==> config.mk <==
export PLATFORM = sky130hd
export DESIGN_NAME = tone_sequencer
export DESIGN_NICKNAME = d
export VERILOG_FILES = /design/src/rtl/simon_pkg.sv /design/src/rtl/ms_down_timer.sv /design/src/rtl/tone_sequencer.sv
export SDC_FILE = /design/constraint.sdc
export NUM_CORES = 1
export LEC_CHECK = 0
export ABC_AREA = 1
export CORE_MARGIN = 3
export CORE_UTILIZATION = 56
export CTS_CLUSTER_DIAMETER = 60
export CTS_CLUSTER_SIZE = 14
export DETAILED_ROUTE_END_ITERATION = 8
export PLACE_DENSITY = 0.82
export SLEW_MARGIN = 20
export SYNTH_ARGS = -nofsm -noshare
export SYNTH_HDL_FRONTEND = slang
export SYNTH_HIERARCHICAL = 1
export SYNTH_SLANG_ARGS = --single-unit
==> constraint.sdc <==
create_clock -name clk -period 3.7 [get_ports clk]
set_clock_uncertainty 0.05 [all_clocks]
set_input_delay 0.37 -clock clk [delete_from_list [all_inputs] [get_ports clk]]
set_output_delay 0.37 -clock clk [all_outputs]
set_load 0.02 [all_outputs]
==> src/rtl/simon_pkg.sv <==
// ============================================================================
// Module  : simon_pkg
// Brief   : Colour encoding and tone/LED lookup shared by the Simon tone path.
// Revision: 1.0 - initial release
// ============================================================================
`default_nettype none

package simon_pkg;

   typedef enum logic [1:0] {
      GREEN  = 2'd0,
      RED    = 2'd1,
      YELLOW = 2'd2,
      BLUE   = 2'd3
   } colour_t;

   localparam logic [31:0] FREQ_GREEN  = 32'd415;
   localparam logic [31:0] FREQ_RED    = 32'd310;
   localparam logic [31:0] FREQ_YELLOW = 32'd252;
   localparam logic [31:0] FREQ_BLUE   = 32'd209;
   localparam logic [31:0] ERR_FREQ    = 32'd42;

   function automatic logic [31:0] colour_to_freq(input colour_t c);
      logic [31:0] f;
      case (c)
         GREEN:   f = FREQ_GREEN;
         RED:     f = FREQ_RED;
         YELLOW:  f = FREQ_YELLOW;
         default: f = FREQ_BLUE;
      endcase
      return f;
   endfunction

   function automatic logic [3:0] colour_to_led(input colour_t c);
      return 4'b0001 << c;
   endfunction

endpackage

`default_nettype wire

==> src/rtl/ms_down_timer.sv <==
// ============================================================================
// Module  : ms_down_timer
// Brief   : Loadable 32-bit down-counter that stops at zero; zero flag exposed.
// Revision: 1.0 - initial release
// ============================================================================
`default_nettype none

module ms_down_timer (
   input  logic        clk,
   input  logic        reset,
   input  logic        i_load,
   input  logic [31:0] i_value,
   output logic        o_zero
);

   logic [31:0] r_count;

   always_ff @(posedge clk) begin
      if (reset) begin
         r_count <= 32'd0;
      end else if (i_load) begin
         r_count <= i_value;
      end else if (r_count != 32'd0) begin
         r_count <= r_count - 32'd1;
      end
   end

   assign o_zero = (r_count == 32'd0);

endmodule

`default_nettype wire

==> src/rtl/tone_sequencer.sv <==
// ============================================================================
// Module  : tone_sequencer
// Brief   : Plays a stored Simon pattern or the error tone, echoes buttons idle.
// Revision: 1.0 - initial release
// ============================================================================
`default_nettype none

module tone_sequencer
   import simon_pkg::*;
#(
   parameter int FCLK    = 50_000_000,
   parameter int MAX_LEN = 32,
   parameter int TONE_MS = 400,
   parameter int GAP_MS  = 100,
   parameter int ERR_MS  = 1000
) (
   input  logic        clk,
   input  logic        reset,
   input  logic        start,
   input  logic        err_req,
   input  logic [5:0]  seq_len,
   output logic [5:0]  seq_addr,
   input  logic [1:0]  seq_colour,
   input  logic [3:0]  btn,
   output logic [31:0] freq,
   output logic [3:0]  led,
   output logic        busy,
   output logic        done
);

   localparam int          CYC_PER_MS = FCLK / 1000;
   localparam logic [31:0] c_tone_cyc = 32'(TONE_MS * CYC_PER_MS - 1);
   localparam logic [31:0] c_gap_cyc  = 32'(GAP_MS * CYC_PER_MS - 1);
   localparam logic [31:0] c_err_cyc  = 32'(ERR_MS * CYC_PER_MS - 1);
   localparam logic [6:0]  c_max_len  = 7'(MAX_LEN);

   if (TONE_MS <= 0 || GAP_MS <= 0 || ERR_MS <= 0 || CYC_PER_MS <= 0) begin : g_bad_duration
      $error("tone_sequencer: every duration must be at least 1 ms and 1 cycle");
   end
   if (MAX_LEN < 1 || MAX_LEN > 64 || (MAX_LEN & (MAX_LEN - 1)) != 0) begin : g_bad_max_len
      $error("tone_sequencer: MAX_LEN must be a power of two no larger than 64");
   end

   typedef enum logic [2:0] {
      IDLE   = 3'd0,
      LOAD   = 3'd1,
      TONE   = 3'd2,
      GAP    = 3'd3,
      ERR    = 3'd4,
      FINISH = 3'd5
   } state_t;

   state_t      r_state, w_state;
   logic [5:0]  r_len, w_len;
   logic [5:0]  r_idx, w_idx;
   logic [5:0]  r_addr, w_addr;
   logic [31:0] r_freq, w_freq;
   logic [3:0]  r_led, w_led;
   logic        r_busy, w_busy;
   logic        r_done, w_done;

   logic        w_tmr_load;
   logic [31:0] w_tmr_value;
   logic        w_tmr_zero;

   logic        w_btn_onehot;
   colour_t     w_btn_colour;
   logic        w_len_ok;

   ms_down_timer u_timer (
      .clk     (clk),
      .reset   (reset),
      .i_load  (w_tmr_load),
      .i_value (w_tmr_value),
      .o_zero  (w_tmr_zero)
   );

   assign w_btn_onehot = (btn != 4'd0) && ((btn & (btn - 4'd1)) == 4'd0);
   assign w_len_ok     = (seq_len != 6'd0) && ({1'b0, seq_len} <= c_max_len);

   always_comb begin
      case (btn)
         4'b0010: w_btn_colour = RED;
         4'b0100: w_btn_colour = YELLOW;
         4'b1000: w_btn_colour = BLUE;
         default: w_btn_colour = GREEN;
      endcase
   end

   always_comb begin
      w_state     = r_state;
      w_len       = r_len;
      w_idx       = r_idx;
      w_addr      = r_addr;
      w_freq      = r_freq;
      w_led       = r_led;
      w_busy      = r_busy;
      w_done      = 1'b0;
      w_tmr_load  = 1'b0;
      w_tmr_value = 32'd0;

      case (r_state)
         IDLE: begin
            if (err_req) begin
               w_freq      = ERR_FREQ;
               w_led       = 4'b1111;
               w_busy      = 1'b1;
               w_tmr_load  = 1'b1;
               w_tmr_value = c_err_cyc;
               w_state     = ERR;
            end else if (start) begin
               w_freq = 32'd0;
               w_led  = 4'd0;
               if (w_len_ok) begin
                  w_len   = seq_len;
                  w_idx   = 6'd0;
                  w_addr  = 6'd0;
                  w_busy  = 1'b1;
                  w_state = LOAD;
               end else begin
                  // Bad length: acknowledge with a bare done pulse, no tone.
                  w_busy  = 1'b0;
                  w_done  = 1'b1;
                  w_state = FINISH;
               end
            end else if (w_btn_onehot) begin
               w_freq = colour_to_freq(w_btn_colour);
               w_led  = btn;
            end else begin
               w_freq = 32'd0;
               w_led  = 4'd0;
            end
         end

         LOAD: begin
            // seq_addr already points at r_idx, so seq_colour is valid now.
            w_freq      = colour_to_freq(colour_t'(seq_colour));
            w_led       = colour_to_led(colour_t'(seq_colour));
            w_tmr_load  = 1'b1;
            w_tmr_value = c_tone_cyc;
            w_state     = TONE;
         end

         TONE: begin
            if (w_tmr_zero) begin
               w_freq      = 32'd0;
               w_led       = 4'd0;
               w_tmr_load  = 1'b1;
               w_tmr_value = c_gap_cyc;
               w_state     = GAP;
            end
         end

         GAP: begin
            if (w_tmr_zero) begin
               if (r_idx == 6'(r_len - 6'd1)) begin
                  w_busy  = 1'b0;
                  w_done  = 1'b1;
                  w_state = FINISH;
               end else begin
                  w_idx   = r_idx + 6'd1;
                  w_addr  = r_idx + 6'd1;
                  w_state = LOAD;
               end
            end
         end

         ERR: begin
            if (w_tmr_zero) begin
               w_freq  = 32'd0;
               w_led   = 4'd0;
               w_busy  = 1'b0;
               w_done  = 1'b1;
               w_state = FINISH;
            end
         end

         FINISH: begin
            w_busy  = 1'b0;
            w_state = IDLE;
         end

         default: begin
            w_freq  = 32'd0;
            w_led   = 4'd0;
            w_busy  = 1'b0;
            w_state = IDLE;
         end
      endcase
   end

   always_ff @(posedge clk) begin
      if (reset) begin
         r_state <= IDLE;
         r_len   <= 6'd0;
         r_idx   <= 6'd0;
         r_addr  <= 6'd0;
         r_freq  <= 32'd0;
         r_led   <= 4'd0;
         r_busy  <= 1'b0;
         r_done  <= 1'b0;
      end else begin
         r_state <= w_state;
         r_len   <= w_len;
         r_idx   <= w_idx;
         r_addr  <= w_addr;
         r_freq  <= w_freq;
         r_led   <= w_led;
         r_busy  <= w_busy;
         r_done  <= w_done;
      end
   end

   assign seq_addr = r_addr;
   assign freq     = r_freq;
   assign led      = r_led;
   assign busy     = r_busy;
   assign done     = r_done;

endmodule

`default_nettype wire

==> impl_metrics.json <==
{
  "status": "finished, final reports clean",
  "synth_xor_area_share_pct": 3.16,
  "max_slew_margin_pct": 50.3,
  "yosysWarningCount": 6,
  "hold_buffers": 0,
  "die_area_mm2": 0.00902,
  "place_congestion": 0.938,
  "synth_top_area_share_pct": 28.0,
  "start_kind": "register",
  "p_leak_nw": 2.33,
  "routedWlPerCell_um": 12.9,
  "overflow": 0,
  "synth_edf_count": 0,
  "grt_pass1_vias": 4195,
  "synth-compound-area-share_pct": 10.3,
  "fp.dieH_um": 95.0,
  "critPathBufInv": 4,
  "start_util_pct": 59.5,
  "power.density_mw_per_mm2": 848,
  "avgSynthCellArea_um2": 6.35,
  "routed_wl_um": 10800,
  "ys_seq_area_share_pct": 28.0,
  "antennaDiodeCount": 0,
  "muxShareOfSynthArea_pct": 0.452,
  "setup_viol": 0,
  "first_iter_violations": 204,
  "tns_ns": 0,
  "die_w_um": 95.0,
  "antenna_found_initial": 0,
  "ant_nets": 0,
  "vdd_drop_max_v": 0.000492,
  "area_growth_pct": 11.0,
  "worst_setup_path_end_kind": "register",
  "finalCritPeriodShare_pct": 83.7,
  "synth_cells": 698,
  "post_cts_buffers": 0,
  "maxSlewViolCount": 0,
  "clockBufferDepth": 2,
  "fill_cells": 692,
  "std_cell_rows": 31,
  "grt_max_degree": 37,
  "tritoncts": "built",
  "final_cell_mix": "199 x nand2_1, 102 x nor2_1, 68 x inv_1",
  "synth.distinct_cells": 41,
  "synth-seq-cells": 62,
  "max_freq_mhz": 323,
  "nets": 760,
  "rsz0062_at_grt": "false",
  "cts-root-buf": "clkbuf_8",
  "min_period_ns": 3.10,
  "vias": 4385,
  "clk_pin_slew_worst_paths_ns": 0.07,
  "cts_buffers": 9,
  "synth_top_family_by_area": "simple AND/OR/NAND/NOR gates",
  "synth.area.top_cells": "dfxtp_1 28%, nand2_1 17%, nor2_1 8.6%",
  "grt_pass1_wl_um": 18300,
  "crit_path_cell_trace": "inv_1, ha_1, nand2_2, nor2_8, nand2_2, nor2_1, nand2_1, nor2_1, nand2_1, nor2_1, inv_1, nand3_1, inv_1, or2_2, nand2_1, inv_1, nand2_1, nor2_1",
  "drt-pass1-iter-count": 4,
  "hold_path_class": "register to register",
  "cts_resized": 0,
  "layout_commonest_cell": "nand2_1",
  "io_buffers": 36,
  "cts_max_level": 3,
  "hold_violations": 0,
  "grt_usage_pct": 25.3,
  "crit_required_ns": 3.86,
  "synth_ff_type": "dfxtp_1",
  "viasPerCell": 5.23,
  "synth.largest_area_cell": "dfxtp_1",
  "pin_count": 60,
  "clkSinkCount": 62,
  "clkLatencyLatePin_ns": 0.34,
  "path_max_fanout": 26,
  "slowest_delay_ns": 0.41,
  "synth_simple_gate_area_share_pct": 42.3,
  "drc_errors": 0,
  "core_mm2": 0.00745,
  "dpl.hpwl_um": 8060,
  "fin_hold_ws_ns": 0.419,
  "synth_area_mm2": 0.00443,
  "path_class": "register to register",
  "tightestPinTransition_ns": 0.745,
  "critical-path-top-delay-family": "simple AND/OR/NAND/NOR gates",
  "synthAdderAreaFrac_pct": 2.54,
  "synthArstFlopShare_pct": 0,
  "final_layout_size_suffix_gt1_share_pct": 10.6,
  "cp_slowest_cell": "or2_2",
  "maxCapViolations": 0,
  "arrival_ns": 3.26
}
-- Yosys cell counts (3+ instances only) --
master    instances
buf_2             4
dfxtp_1          62
nand3b_1          4
o211ai_1          4
a21oi_1          41
nand3_2           6
nand2_4           3
or2_2             8
o21ai_0          22
nor2_4            7
inv_1            68
ha_1              9
nand4_1          10
nor2_2            6
inv_2            10
xor2_1            9
buf_6             4
nor3_1            4
nand3_1          43
a21oi_2           3
xnor2_1           7
nor2_1          102
nand2_1         199
clkbuf_1          6
nand2_2          11
buf_4            25
-- worst register-to-register path, stage by stage, from the launching register on --
cell and delay, ns:
dfxtp_1 0.33, inv_1 0.08, ha_1 0.29, nand2_2 0.13
nor2_8 0.19, nand2_2 0.09, nor2_1 0.12, nand2_1 0.06
nor2_1 0.18, nand2_1 0.10, nor2_1 0.18, inv_1 0.10
nand3_1 0.12, inv_1 0.33, or2_2 0.41, nand2_1 0.07
inv_1 0.05, nand2_1 0.06, nor2_1 0.04
-- routing by layer --
metal  track usage (%)  up-vias  wire length [µm]
li1                  -     2242                 -
met1              30.8     1971              4650
met2              42.8      142              5190
met3              5.66       30               707
met4              10.7        0               275
met5                 0        -                 0
-- state kept, by name (all words and copies together) (netlist names) --
name             flops
u_timer/r_count     32
seq_addr             6
led                  4
r_state              3
freq                 9
done                 1
r_len                6
busy                 1
-- power by group --
group / internal, mW / switching, mW
Combinational: 0.882 / 1.65
Clock: 0.236 / 0.278
Sequential: 0.888 / 0.232
Total: 2.01 / 2.16
-- path summary, 6_finish.rpt --
kind | from | end | slack (ns) | cells after the start
worst max-delay path | u_timer/r_count[0] | u_timer/r_count[31] | 0.60 | 18
worst min-delay path | led[1] | led[1] | 0.42 | 2
worst max register to register | u_timer/r_count[0] | u_timer/r_count[31] | 0.60 | 18
worst min register to register | led[1] | led[1] | 0.42 | 2
-- logic make-up (layout without fill, tap and decap cells) --
kind of cell / Yosys count / after routing
AOI/OAI and AO/OA: 81 / 81
DFF: 62 / 62
adders and majority gates: 9 / 9
xor gates and xnor gates: 16 / 16
buffers and inverters: 119 / 132
and+or+nand+nor: 408 / 408
muxes: 2 / 2
other: 1 / 29
-- layout make-up --
| type | instances | area, µm² | area share, % |
|---|---|---|---|
| Sequential cell | 62 | 1240 | 25.2 |
| Tap cell | 99 | 124 | 2.52 |
| Timing Repair Buffer | 38 | 375 | 7.63 |
| Clock inverter | 6 | 40.0 | 0.814 |
| Inverter | 79 | 299 | 6.08 |
| Multi-Input combinational cell | 545 | 2710 | 55.2 |
| Clock buffer | 9 | 124 | 2.52 |
-- through the flow --
step	cells	util (%)	worst slack (ns)	power (mW)	instance area [µm²]
2_1_floorplan	726	-	0.849	3.07	4540
3_3_place_gp	823	63.8	0.759	3.57	4750
3_5_place_dp	823	63.8	0.647	3.62	4750
4_1_cts	838	66.0	0.620	4.15	4920
5_1_grt	838	66.0	0.181	4.56	4920
6_report	838	66.0	0.603	4.17	4920
No activity file was read; power rests on OpenSTA's default activity.
